==> src/rtl/graycode_counter.sv <==
`default_nettype none
// ============================================================================
// Module   : graycode_counter
// Purpose  : Free-running Gray-code counter. An internal WIDTH-bit binary
//            count b advances by one (or retreats by one when DOWN=1) on every
//            rising clk edge while rstn is low. The Gray image of the next
//            count is registered directly, so out only changes at the edge.
//            tc flags the last code before the wrap.
// Revision : 1.0 - initial release
// ----------------------------------------------------------------------------
// Parameters
//   WIDTH : counter width in bits (2..16)
//   DOWN  : 0 = increment, 1 = decrement
//   INIT  : binary count loaded on reset (0..2^WIDTH-1)
// Ports
//   rstn  : in   synchronous reset, ACTIVE-HIGH despite the name
//   clk   : in   clock, rising edge
//   out   : out  registered Gray-code count
//   tc    : out  terminal count (b = 2^WIDTH-1 up, b = 0 down)
//   bin   : out  registered binary count (only with GRAYCODE_BIN_OUT_EN)
// Configuration macro
//   GRAYCODE_BIN_OUT_EN : when defined, adds the bin output port
// ============================================================================
module graycode_counter #(
    parameter int WIDTH = 4,
    parameter bit DOWN  = 1'b0,
    parameter int INIT  = 0
) (
    input  logic             rstn,
    input  logic             clk,
    output logic [WIDTH-1:0] out,
    output logic             tc
`ifdef GRAYCODE_BIN_OUT_EN
    ,
    output logic [WIDTH-1:0] bin
`endif
);

    localparam logic [WIDTH-1:0] C_ONE       = {{(WIDTH-1){1'b0}}, 1'b1};
    localparam logic [WIDTH-1:0] C_INIT_BIN  = INIT[WIDTH-1:0];
    localparam logic [WIDTH-1:0] C_INIT_GRAY = C_INIT_BIN ^ (C_INIT_BIN >> 1);
    // Last binary value before the wrap, depending on direction.
    localparam logic [WIDTH-1:0] C_TERM      = DOWN ? {WIDTH{1'b0}} : {WIDTH{1'b1}};

    logic [WIDTH-1:0] b_q;
    logic [WIDTH-1:0] b_d;
    logic [WIDTH-1:0] out_q;
    logic [WIDTH-1:0] out_d;

    // Next binary count wraps naturally through modulo-2^WIDTH arithmetic,
    // so there is no stall cycle at either end of the range.
    generate
        if (DOWN) begin : g_down
            always_comb begin
                b_d = b_q - C_ONE;
            end
        end else begin : g_up
            always_comb begin
                b_d = b_q + C_ONE;
            end
        end
    endgenerate

    // Gray image of the next count; registering it (rather than decoding b_q
    // after the flop) keeps out glitch-free.
    always_comb begin
        out_d = b_d ^ (b_d >> 1);
    end

    always_ff @(posedge clk) begin
        if (rstn) begin
            b_q   <= C_INIT_BIN;
            out_q <= C_INIT_GRAY;
        end else begin
            b_q   <= b_d;
            out_q <= out_d;
        end
    end

    assign out = out_q;
    assign tc  = (b_q == C_TERM);

`ifdef GRAYCODE_BIN_OUT_EN
    assign bin = b_q;
`endif

endmodule
`default_nettype wire

==> config.mk <==
export PLATFORM = sky130hd
export DESIGN_NAME = graycode_counter
export DESIGN_NICKNAME = d
export VERILOG_FILES = /design/src/rtl/graycode_counter.sv
export SDC_FILE = /design/constraint.sdc
export NUM_CORES = 1
export LEC_CHECK = 0
export ABC_CLOCK_PERIOD_IN_PS = 1200
export CAP_MARGIN = 10
export CORE_AREA = 2 2 39 41
export CTS_CLUSTER_DIAMETER = 50
export CTS_CLUSTER_SIZE = 20
export DETAILED_ROUTE_END_ITERATION = 10
export DIE_AREA = 0 0 41 43
export PLACE_DENSITY = 0.47
export SYNTH_ARGS = -nofsm -noshare
export SYNTH_HDL_FRONTEND = slang
export SYNTH_SLANG_ARGS = --single-unit
==> constraint.sdc <==
create_clock -name clk -period 1.2 [get_ports clk]
set_input_delay 0.24 -clock clk [delete_from_list [all_inputs] [get_ports clk]]
set_output_delay 0.24 -clock clk [all_outputs]
set_load 0.005 [all_outputs]
* Yosys cells after proc, flatten, opt, wreduce, memory -nomap -nowiden
Cells that the tools add are included.
** Operators by class
- Add/sub/neg operators :: 1
- Multipliers :: 0
- Divide/modulo/power cells :: 0
- Order comparisons :: 0
- Eq/ne operators :: 1
- Shift-type cells :: 0
- Muxes and demuxes :: 0
- Bitwise gates (word level) :: 1
- Reduce and logical (&&, ||, !) cells :: 0
** Operator list (count)
- $add 4x1->4 const B :: 1
- $eq 4x4->1 const B :: 1
- $xor 4x3->4 :: 1
** Word-level totals
- Register bits after elaboration :: 8
- Latch bits :: 0
- Memory bits (writable) :: 0
- Bits in read-only memories :: 0
- Input bits :: 2
- Word-level logic and storage cells :: 5
- Memories kept :: 0

* Longest topological paths before layout
- Depth in word-level cells :: 2
- Gate-level depth with buffers :: 4

* Least setup slack after synthesis
No wires, ideal clock.
- Path kind :: register -> register
- Start point :: register b_q[0]
- End point :: register out_q[2] (netlist: out[2])
- Library setup time :: 0.117 ns
- Arrival time :: 0.980 ns
- Required time :: 1.083 ns
- Path slack :: 0.103 ns
- Stages on the path, launching flop included :: 5
- Period minus slack after synthesis :: 1.097 ns
- Path through :: dfxtp_1 > ha_1 > xor2_1 > and3_2 > nor3_2
** Between the ends
- Cells in the longest elaborated chain, start to end :: 2
** Ends and longest elaborated chain
- start: declaration :: line 45 : logic [WIDTH-1:0] b_q;
- start signal: assignment :: line 72 : b_q <= C_INIT_BIN;
- start signal: assignment :: line 75 : b_q <= b_d;
- $add 4x1->4 :: line 59 : b_d = b_q + C_ONE;
- $xor 4x3->4 :: line 67 : out_d = b_d ^ (b_d >> 1);
- end signal: assignment :: line 76 : out_q <= out_d;
- end: declaration :: line 47 : logic [WIDTH-1:0] out_q;
No other way between the ends.
A chain may end at the register's enable or synchronous reset.

* Worst setup path after layout
- Start point :: register b_q[1]
- End point :: output tc
** Between the ends
- Cells in the longest elaborated chain, start to end :: 1
** Ends and longest elaborated chain
- $eq 4x4->1 :: line 81 : assign tc = (b_q == C_TERM);
- end: declaration :: line 32 : output logic tc
No other way between the ends.

==> qor.txt <==
Static leakage -> 0.000199 uW
Max_cap viols -> 0
Clock-pin slew reported for the worst setup and hold paths after clock tree synthesis -> 0.05 ns
Global route overflow -> 0
Residual antenna-violating net count after detailed routing -> 0
Share of total power consumed by net switching -> 0.247
DRC errors left -> 0
Crit path max fanout -> 2
P_sw -> 146 uW
Library cell contributing the largest single delay on the critical path -> sky130_fd_sc_hd__dfxtp_2
Total setup violations reported at the end of the flow -> 1
Period utilisation layout -> 1.02
Launching element type of the critical path -> flop
Clock tree root buffer cell -> sky130_fd_sc_hd__clkbuf_4
GRT Total Usage -> 0.0814
Cells along the critical path -> ha_4, and3_4, buf_6
CTS max path bufs -> 2
Peak supply drop -> 0.000601 V
Fill cell count -> 144
Number of cells traversed by the worst hold path -> 2
RSZ-0062 raised after global routing -> yes
Outcome -> finished with violations
Starting utilization of the core area -> 0.193
Cell-internal power -> 446 uW
Slew @ Worst Pin -> 0.252 ns
Comb pwr share -> 0.184
I/O pins -> 7
Pin count of the biggest net entering global routing -> 8
Power density cells -> 1300 nW/um^2
Routed wire length -> 535 um
Endpoints failing hold -> 0
Portion of total power attributed to sequential cells -> 0.450
CTS tree -> done
Synth Register Bits -> 7
Total number of yosys warnings -> 0
Post-route worst setup slack -> -0.0283 ns
Hold buffer count at CTS -> 0
Number of global-route vias before repair -> 208
Accumulated negative setup slack -> -0.0283 ns
# diodes -> 0
Wire length of the first global-routing pass -> 876 um
Sequential cell area -> 144 um^2
Signal arrival time at the worst endpoint -> 0.99 ns
Placed Instances -> 53
Routability congestion estimate -> 0.601
Delay of the slowest cell on the worst path -> 0.35 ns
Number of DRC markers after the initial detailed-route iteration -> 0
Cell count after synthesis -> 26
Total clock buffers created by CTS -> 3
Final Slew Violations -> 0
H-tree depth -> 1
Hold/Removal Path Class -> flop to flop
Final clock skew -> 0.000418 ns
Violations in the final reports -> setup timing
Average footprint of a synthesized cell -> 10.3 um^2
Core Rows -> 14
Worst Setup End Kind -> output port
Dpl hpwl -> 398 um
CTS Sinks -> 7
Mean routed wirelength per cell -> 9.39 um
Area of the core -> 1380 um^2
Post CTS Setup Buffer Count -> 0
Clock latency reported for the late side of the worst-skew pair -> 0.26 ns
Worst setup path category -> flop to output port
Peak Freq -> 0.814 GHz
Final layout net count -> 45
Crit path time final -> 1.23 ns
Number of antenna violations at the first check in global routing -> 0
R2R cell count -> 5
Required time of the critical path -> 0.96 ns
Die Y -> 43 um
Total area of multi-input combinational cells -> 163 um^2
Max transition margin -> 0.832
Sequential share of the synthesized area -> 0.523
Number of vias in the routed layout -> 224
Length of the first detailed-routing pass in iterations -> 1
Via-per-instance ratio -> 3.93
Yosys cell types -> 12
Layout Cells excl Fill -> 57
Die Area -> 1760 um^2
Share of layout cells above drive strength 1 -> 0.463
Post-synth design cell area -> 268 um^2
Clock group share of total power -> 0.366
Horizontal die dimension -> 41 um
Layout overhead on the synthesized area -> 70.1%
Syn_nets -> 29
Total of buffers placed on input and output ports -> 6
## worst max-delay path: cells and delay by family (launching register included)
family	cells	cell delay, ns
flops	1	0.35
buf+inv	1	0.09
simple gates	1	0.16
fa+ha+maj	1	0.13
## cells in the mapped netlist
master,instances,area share
sky130_fd_sc_hd__a21oi_1,1,0.019
sky130_fd_sc_hd__and3_2,2,0.056
sky130_fd_sc_hd__nand3_1,1,0.019
sky130_fd_sc_hd__nor3_2,1,0.037
sky130_fd_sc_hd__ha_1,1,0.047
sky130_fd_sc_hd__nand2_1,1,0.014
sky130_fd_sc_hd__nor2_1,5,0.070
sky130_fd_sc_hd__buf_4,1,0.028
sky130_fd_sc_hd__xor2_1,4,0.13
sky130_fd_sc_hd__xnor2_1,1,0.033
sky130_fd_sc_hd__dfxtp_1,7,0.52
sky130_fd_sc_hd__nor2b_1,1,0.023
## cell usage in the layout, fill, tap and decap left out
cell type | synthesis | final
sky130_fd_sc_hd__buf_6 | 0 | 1
sky130_fd_sc_hd__and3_2 | 2 | 1
sky130_fd_sc_hd__clkdlybuf4s15_1 | 0 | 1
sky130_fd_sc_hd__a21oi_1 | 1 | 1
sky130_fd_sc_hd__buf_4 | 1 | 6
sky130_fd_sc_hd__xor2_2 | 0 | 1
sky130_fd_sc_hd__ha_4 | 0 | 1
sky130_fd_sc_hd__and3_4 | 0 | 1
sky130_fd_sc_hd__xor2_1 | 4 | 3
sky130_fd_sc_hd__nand3_1 | 1 | 1
sky130_fd_sc_hd__clkdlybuf4s50_1 | 0 | 1
sky130_fd_sc_hd__dlygate4sd2_1 | 0 | 3
sky130_fd_sc_hd__clkbuf_4 | 0 | 3
sky130_fd_sc_hd__dfxtp_1 | 7 | 4
sky130_fd_sc_hd__nor2b_1 | 1 | 1
sky130_fd_sc_hd__xnor2_4 | 0 | 1
sky130_fd_sc_hd__clkbuf_1 | 0 | 1
sky130_fd_sc_hd__dfxtp_2 | 0 | 3
sky130_fd_sc_hd__nor3_2 | 1 | 1
sky130_fd_sc_hd__nor2_1 | 5 | 5
sky130_fd_sc_hd__nand2_1 | 1 | 1
## metal layers
metal  wire length, um  track usage  vias up
met2               215       0.0969       10
met5                 0            0        -
met4                24       0.0800        0
met1               234       0.0903      100
met3                61       0.0524        3
li1                  -            -      111
## power by group through the flow
| stage | sequential, uW | clock, uW | combinational, uW |
|---|---|---|---|
| after floorplan | 272 | 0 | 39.8 |
| after global routing | 268 | 240 | 123 |
| after global placement | 267 | 0 | 97.9 |
| after CTS | 264 | 223 | 97.4 |
| final | 267 | 217 | 109 |
| after detailed placement | 268 | 0 | 99.7 |
## kinds of logic after synthesis
group | count (synthesis) | synth area share
buf+inv | 1 | 0.0280
compound gates | 1 | 0.0187
xor+xnor | 5 | 0.164
fa+ha+maj | 1 | 0.0467
simple gates | 11 | 0.220
flops | 7 | 0.523
## per-stage QoR
step | setup WS [ns] | power, uW | util | cell area (um^2) | hold slack [ns]
floorplan | 0.103 | 311 | - | 268 | 0.307
global placement | -0.165 | 365 | 0.278 | 385 | 0.525
detailed placement | -0.194 | 367 | 0.278 | 385 | 0.556
CTS | -0.181 | 584 | 0.304 | 420 | 0.534
global route | -0.0614 | 631 | 0.329 | 455 | 0.574
finish | -0.0283 | 592 | 0.329 | 455 | 0.561
## what timing repair did
action / 4_1_cts / 5_1_grt
setup endpoints to repair: 6 / 4
resized for setup: 11 / 7
pin swaps: 0 / 4
gates cloned: 0 / 0
## registers in the layout, summed over array words and instances (netlist names)
signal,count
b_q,4
out,3
## final timing paths
kind	from	end	slack (ns)
worst min register to register	b_q[0]$_SDFF_PP0_	b_q[0]$_SDFF_PP0_	0.56
worst min-delay path	b_q[0]$_SDFF_PP0_	b_q[0]$_SDFF_PP0_	0.56
worst max register to register	b_q[1]$_SDFF_PP0_	out[2]$_SDFF_PP0_	0.07
worst max-delay path	b_q[1]$_SDFF_PP0_	tc	-0.03
## layout make-up
| cell class | count | area share |
|---|---|---|
| Tap cell | 16 | 0.0440 |
| Multi-Input combinational cell | 18 | 0.357 |
| Sequential cell | 7 | 0.316 |
| Timing Repair Buffer | 12 | 0.225 |
| Clock buffer | 4 | 0.0577 |
Power figures use the tool's default switching activity.
